`src/rtl/pf_ccc_lock_supervisor.sv`:
```
// Lock supervisor for NUM_PLL CCC/PLL instances on a single reference clock.
// Filters synchronised lock flags, releases domain resets in staggered order,
// drops every domain back into reset on loss of lock, and soft-resets PLLs
// that do not lock within the timeout. Retry and loss counts saturate at 255.
//
// state     | meaning
// ----------+-----------------------------------------------------------
// WAIT_LOCK | domains in reset, filtering lock, timing out toward a retry
// PLL_RST   | PLL_SOFTRESET pulse on the unlocked PLLs
// RELEASE   | domain resets deasserting one by one, STAGGER apart
// RUN       | all domains running, SYS_READY high
module pf_ccc_lock_supervisor #(
  parameter int NUM_PLL        = 2,
  parameter int LOCK_FILTER    = 256,
  parameter int LOCK_TIMEOUT   = 65536,
  parameter int STAGGER        = 16,
  parameter int PLL_RST_CYCLES = 8
) (
  input  logic               REF_CLK,
  input  logic               RESET,
  input  logic [NUM_PLL-1:0] PLL_LOCK,
  input  logic               CLEAR_CNT,
  output logic [NUM_PLL-1:0] DOMAIN_RESET,
  output logic               SYS_READY,
  output logic [NUM_PLL-1:0] PLL_SOFTRESET,
  output logic [7:0]         RETRY_CNT,
  output logic [7:0]         LOSS_CNT,
  output logic [2:0]         STATE
);

  localparam int FW = $clog2(LOCK_FILTER + 1);
  localparam int TW = $clog2(LOCK_TIMEOUT);
  localparam int SW = (STAGGER > 1) ? $clog2(STAGGER) : 1;
  localparam int PW = (PLL_RST_CYCLES > 1) ? $clog2(PLL_RST_CYCLES) : 1;

  localparam logic [FW-1:0] FILT_DONE = FW'(LOCK_FILTER);
  localparam logic [TW-1:0] TMO_LAST  = TW'(LOCK_TIMEOUT - 1);
  localparam logic [SW-1:0] STG_LOAD  = SW'(STAGGER - 1);
  localparam logic [PW-1:0] PRST_LOAD = PW'(PLL_RST_CYCLES - 1);

  localparam logic [NUM_PLL-1:0] ALL_ONES = '1;

  localparam logic [2:0] ST_WAIT_LOCK = 3'd0;
  localparam logic [2:0] ST_PLL_RST   = 3'd1;
  localparam logic [2:0] ST_RELEASE   = 3'd2;
  localparam logic [2:0] ST_RUN       = 3'd3;

  logic [NUM_PLL-1:0] sync1_q, lks_q;
  logic               all_lk;

  logic [2:0]         state_q, state_d;
  logic [FW-1:0]      filt_q, filt_d;
  logic [TW-1:0]      tmr_q, tmr_d;
  logic [SW-1:0]      stg_q, stg_d;
  logic [PW-1:0]      prst_q, prst_d;
  logic [NUM_PLL-1:0] dom_q, dom_d;
  logic               rdy_q, rdy_d;
  logic [NUM_PLL-1:0] srst_q, srst_d;
  logic [7:0]         retry_q, retry_d;
  logic [7:0]         loss_q, loss_d;
  logic               retry_inc, loss_inc;

  assign all_lk = &lks_q;

  // Two-flop synchroniser on the asynchronous lock flags.
  always_ff @(posedge REF_CLK) begin
    if (RESET) begin
      sync1_q <= '0;
      lks_q   <= '0;
    end else begin
      sync1_q <= PLL_LOCK;
      lks_q   <= sync1_q;
    end
  end

  // Next-state logic for the sequencing FSM, its timers and the statistics.
  always_comb begin
    state_d   = state_q;
    filt_d    = filt_q;
    tmr_d     = tmr_q;
    stg_d     = stg_q;
    prst_d    = prst_q;
    dom_d     = dom_q;
    rdy_d     = rdy_q;
    srst_d    = srst_q;
    retry_inc = 1'b0;
    loss_inc  = 1'b0;

    case (state_q)
      ST_WAIT_LOCK: begin
        dom_d  = ALL_ONES;
        rdy_d  = 1'b0;
        srst_d = '0;
        // Release is checked first so it wins a tie with the timeout.
        if (all_lk && (filt_q == FILT_DONE)) begin
          state_d = ST_RELEASE;
          dom_d   = ALL_ONES << 1;
          stg_d   = STG_LOAD;
          filt_d  = '0;
          tmr_d   = '0;
        end else if (tmr_q == TMO_LAST) begin
          state_d   = ST_PLL_RST;
          // A glitching lock leaves no PLL to blame, so pulse them all.
          srst_d    = all_lk ? ALL_ONES : ~lks_q;
          prst_d    = PRST_LOAD;
          retry_inc = 1'b1;
          filt_d    = '0;
          tmr_d     = '0;
        end else begin
          tmr_d = tmr_q + 1'b1;
          if (!all_lk) begin
            filt_d = '0;
          end else if (filt_q != FILT_DONE) begin
            filt_d = filt_q + 1'b1;
          end
        end
      end

      ST_PLL_RST: begin
        if (prst_q == '0) begin
          state_d = ST_WAIT_LOCK;
          srst_d  = '0;
          filt_d  = '0;
          tmr_d   = '0;
        end else begin
          prst_d = prst_q - 1'b1;
        end
      end

      ST_RELEASE: begin
        if (!all_lk) begin
          state_d  = ST_WAIT_LOCK;
          dom_d    = ALL_ONES;
          rdy_d    = 1'b0;
          loss_inc = 1'b1;
          filt_d   = '0;
          tmr_d    = '0;
        end else if (dom_q == '0) begin
          state_d = ST_RUN;
          rdy_d   = 1'b1;
        end else if (stg_q == '0) begin
          // Resets form a thermometer code; shifting frees the next domain.
          dom_d = dom_q << 1;
          stg_d = STG_LOAD;
        end else begin
          stg_d = stg_q - 1'b1;
        end
      end

      ST_RUN: begin
        if (!all_lk) begin
          state_d  = ST_WAIT_LOCK;
          dom_d    = ALL_ONES;
          rdy_d    = 1'b0;
          loss_inc = 1'b1;
          filt_d   = '0;
          tmr_d    = '0;
        end
      end

      default: begin
        state_d = ST_WAIT_LOCK;
        dom_d   = ALL_ONES;
        rdy_d   = 1'b0;
        srst_d  = '0;
        filt_d  = '0;
        tmr_d   = '0;
      end
    endcase

    retry_d = retry_q;
    loss_d  = loss_q;
    if (CLEAR_CNT) begin
      retry_d = '0;
      loss_d  = '0;
    end else begin
      if (retry_inc && (retry_q != 8'hFF)) retry_d = retry_q + 1'b1;
      if (loss_inc && (loss_q != 8'hFF))   loss_d  = loss_q + 1'b1;
    end
  end

  // State, timer and output registers.
  always_ff @(posedge REF_CLK) begin
    if (RESET) begin
      state_q <= ST_WAIT_LOCK;
      filt_q  <= '0;
      tmr_q   <= '0;
      stg_q   <= '0;
      prst_q  <= '0;
      dom_q   <= ALL_ONES;
      rdy_q   <= 1'b0;
      srst_q  <= '0;
      retry_q <= '0;
      loss_q  <= '0;
    end else begin
      state_q <= state_d;
      filt_q  <= filt_d;
      tmr_q   <= tmr_d;
      stg_q   <= stg_d;
      prst_q  <= prst_d;
      dom_q   <= dom_d;
      rdy_q   <= rdy_d;
      srst_q  <= srst_d;
      retry_q <= retry_d;
      loss_q  <= loss_d;
    end
  end

  assign DOMAIN_RESET  = dom_q;
  assign SYS_READY     = rdy_q;
  assign PLL_SOFTRESET = srst_q;
  assign RETRY_CNT     = retry_q;
  assign LOSS_CNT      = loss_q;
  assign STATE         = state_q;

endmodule

```
`config.mk`:
```
export PLATFORM = sky130hd
export DESIGN_NAME = pf_ccc_lock_supervisor
export DESIGN_NICKNAME = d
export VERILOG_FILES = /design/src/rtl/pf_ccc_lock_supervisor.sv
export SDC_FILE = /design/constraint.sdc
export NUM_CORES = 1
export LEC_CHECK = 0
export BUFFER_PORTS_ARGS = -buffer_cell sky130_fd_sc_hd__buf_2
export CELL_PAD_IN_SITES_DETAIL_PLACEMENT = 0
export CELL_PAD_IN_SITES_GLOBAL_PLACEMENT = 1
export CORE_UTILIZATION = 40
export DETAILED_ROUTE_END_ITERATION = 10
export GPL_TIMING_DRIVEN = 0
export PLACE_DENSITY = 0.79
export SLEW_MARGIN = 10
export SYNTH_ARGS = -nofsm -noshare
export SYNTH_HDL_FRONTEND = slang
export SYNTH_SLANG_ARGS = --single-unit
```
`constraint.sdc`:
```
create_clock -name REF_CLK -period 2.2 [get_ports REF_CLK]
set_clock_uncertainty 0.15 [all_clocks]
set_input_delay 0.11 -clock REF_CLK [delete_from_list [all_inputs] [get_ports REF_CLK]]
set_output_delay 0.11 -clock REF_CLK [all_outputs]
set_load 0.005 [all_outputs]
```
==> flow_summary_export.csv <==
group,metric,value,unit
run_status,status,"finished, final reports clean",
place,dpl-instance-area,3226,µm²
synthesis,synth_area,2967,µm²
global_route,grt_usage,17.85,%
clock_network,clk_pin_slew_worst_paths,0.07,ns
floorplan,rows,31,
routing,drt_iter0_drc,136,
routing,vias_per_cell,5.326,
sta,fmax,0.4607,GHz
synthesis,ys_types,54,
place,place_hpwl,4692,µm
global_route,grt_pass1_wl,10790,µm
synthesis,synth_area_leaders,"dfxtp_1 40%, nor2_1 5.1%, nand2_1 4.7%",
clock_network,cts_buffers,9,
layout,fillerInstances,728,
synthesis,synth_top_area_share,39.81,%
layout,seqCellArea,1191,µm²
critical_path,reg2reg_depth,5,
routing,wl_met2,3055,µm
critical_path,cp_cell_sequence,"or4_4, or3_4, o32ai_4, a21oi_2, a311oi_2",
place,dp_slack,-0.3327,ns
critical_path,critPathKind,"reg2reg",
floorplan,die_x,88.12,µm
global_route,grt_max_degree,13,
synthesis,synth_warnings,0,
routing,ant_nets,0,
routing,firstDrtPassIters,4,
place,place.gp.congestion,0.8123,
sta,rsz0062_at_grt,"true",
sta,setup_violations,0,
hold_path,min_to,"lks_q[1]",
sta,fin_crit,2.171,ns
sta,slew_viol_final,0,
clock_network,cts_root_buf,"clkbuf_8",
clock_network,clk_path_buf_depth,2,
sta,setup_ws,0.02922,ns
routing,drt-met1-wl,3340,µm
critical_path,end_kind,"register",
pwr,p_leak,1.388,nW
pwr,ir_worst_vdd,287.7,µV
layout,n_antenna_cell,0,
sta,worst_pin_slew,0.5942,ns
critical_path,path_max_fanout,6,
critical_path,reg2reg_from,"filt_q[6]",
routing,finalWirelength,6710,µm
hold_path,min_from,"sync1_q[1]",
synthesis,synthesis.nets,373,
floorplan,die_area,7765,µm²
floorplan,core,7214,µm²
routing,top_layer_used,"met4",
layout,multi_input_area,1762,µm²
run,maxCapViolCount,0,
routing,wl_per_cell,13.08,µm
hold_path,min_path_cells,1,
global_route,antenna_found_initial,0,
critical_path,slowest_stage,"or4_4",
layout,syn_to_final_growth,24.38,%
critical_path,critical_path.startpoint_type,"register",
global_route,grt-ovfl-total,0,
sta,timing.final.hold_violations,0,
hold_path,hp-class,"reg2reg",
floorplan,initial_utilization,41.12,%
critical_path,cp.required,2.29,ns
clock_network,cts_tree,"done",
sta,min_period_over_period,98.67,%
routing,vias,2732,
pwr,power_per_cell_area,649.0,nW/µm²
critical_path,ff2ff_setup_slack,0.03,ns
synthesis,ys_seq_area_share,39.81,%
routing,drc,0,
sta,relSlewSlack,60.17,%
critical_path,r2r_end,"stg_q[2]",
global_route,grt_pass1_vias,2368,
synthesis,syn_inst,360,
clock_network,cts_max_level,3,
floorplan,chipHeight,88.12,µm
place,port_buffers,27,
layout,drive_gt1_share,21.26,%
clock_network,cts_sinks,59,
layout,design_area,3690,µm²
floorplan,io_pins,29,
synthesis,synth_seq_cells,59,
clock_network,clock_latency,0.34,ns
synthesis,avgSynthCellArea,8.241,µm²
critical_path,critPathMaxStageDelay,0.58,ns
critical_path,crit_arrival,2.26,ns
layout,nets,422,
synthesis,yosysTopAreaCell,"dfxtp_1",
routing,met3WireLength,203,µm
layer usage:
metal | GRT usage [%] | up-vias
li1 | - | 1388
met1 | 23.76 | 1283
met2 | 28.19 | 50
met3 | 3.110 | 11
met4 | 8.211 | 0
met5 | 0 | -
power breakdown:
group | internal (W) | switching (W)
registers | 0.00108 | 0.0000104
logic | 0.0000276 | 0.0000372
clock network | 0.000762 | 0.000481
total | 0.00187 | 0.000529
repair_timing:
action | in CTS | in global routing
endpoints found under the hold margin | 11 | 0
endpoints found under the setup margin | 42 | 41
hold buffers | 4 | 0
gates resized for setup | 8 | 24
buffers inserted | 5 | 2
pin swaps | 3 | 7
per-stage QoR:
step	hold WS [ns]	TNS, ns	power (W)	utilization, %	cells
after global placement	0.1797	-6.472	0.001163	44.71	486
after floorplan	0.07786	0	0.001144	-	360
after global routing	0.3155	-0.1942	0.002471	51.14	513
after detailed placement	0.1944	-6.702	0.001165	44.71	486
after CTS	0.2977	-0.03830	0.002415	49.88	511
final	0.2948	0	0.002395	51.14	513
registers in the layout, indices dropped and copies added (netlist names):
name	flops
SYS_READY	1
filt_q	9
prst_q	3
lks_q	2
tmr_q	16
RETRY_CNT	8
PLL_SOFTRESET	2
sync1_q	2
DOMAIN_RESET	2
stg_q	4
LOSS_CNT	8
STATE	2
critical path, delay by kind of cell (launching register included):
family / cells / cell delay [ns]
simple gates: 2 / 0.95
compound gates: 3 / 0.64
flops: 1 / 0.35
synthesized netlist by cell type, drive strengths merged:
| library cell | n |
|---|---|
| a211oi | 7 |
| a21boi | 2 |
| a21o | 7 |
| a21oi | 17 |
| a22o | 1 |
| a22oi | 6 |
| a311oi | 2 |
| a31oi | 6 |
| and2 | 6 |
| and3 | 5 |
| and4 | 1 |
| buf | 7 |
| clkbuf | 7 |
| conb | 1 |
| dfxtp | 59 |
| ha | 8 |
| inv | 12 |
| mux2i | 4 |
| nand2 | 37 |
| nand2b | 2 |
| nand3 | 21 |
| nand3b | 4 |
| nand4 | 9 |
| nand4b | 2 |
| nand4bb | 1 |
| nor2 | 40 |
| nor2b | 8 |
| nor3 | 16 |
| nor4 | 5 |
| nor4bb | 1 |
| o2111ai | 1 |
| o211ai | 2 |
| o21a | 1 |
| o21ai | 21 |
| o311a | 1 |
| o31a | 1 |
| o31ai | 2 |
| o32ai | 2 |
| or2 | 4 |
| or3 | 5 |
| or4 | 1 |
| or4b | 1 |
| xnor2 | 5 |
| xor2 | 9 |
cell families after synthesis:
family	share of synthesized area [%]
AOI/OAI and AO/OA	17.92
muxes	1.350
other	0.1264
adders and majority gates	3.374
and+or+nand+nor	29.57
DFF	39.81
xor gates and xnor gates	4.133
buffers and inverters	3.711
layout make-up:
| class | instances | area share (%) |
|---|---|---|
| Buffer | 14 | 2.136 |
| Clock buffer | 9 | 3.357 |
| Clock inverter | 7 | 3.391 |
| Inverter | 12 | 1.221 |
| Multi-Input combinational cell | 275 | 47.74 |
| Sequential cell | 59 | 32.28 |
| Tap cell | 99 | 3.357 |
| Timing Repair Buffer | 38 | 6.511 |
placed cells by master, fill, tap and decap left out, drive strengths merged, types with 8 or more instances in the layout:
cell     n
a21oi   17
buf     40
clkbuf  17
dfxtp   59
ha       8
inv     13
nand2   37
nand3   21
nand4    9
nor2    40
nor2b    8
nor3    16
o21ai   21
xor2     9
worst max-delay path by stage:
| stage | slack (ns) | endpoint | cells after the start | startpoint |
|---|---|---|---|---|
| after floorplan | 0.11 | filt_q[1] | 7 | filt_q[3] |
| after global placement | -0.34 | tmr_q[1] | 7 | tmr_q[0] |
| after detailed placement | -0.33 | tmr_q[1] | 7 | tmr_q[0] |
| after CTS | -0.02 | stg_q[2] | 5 | filt_q[3] |
| after global routing | -0.05 | stg_q[2] | 5 | filt_q[6] |
| final | 0.03 | stg_q[2] | 5 | filt_q[6] |
Power figures use the tool's default switching activity.
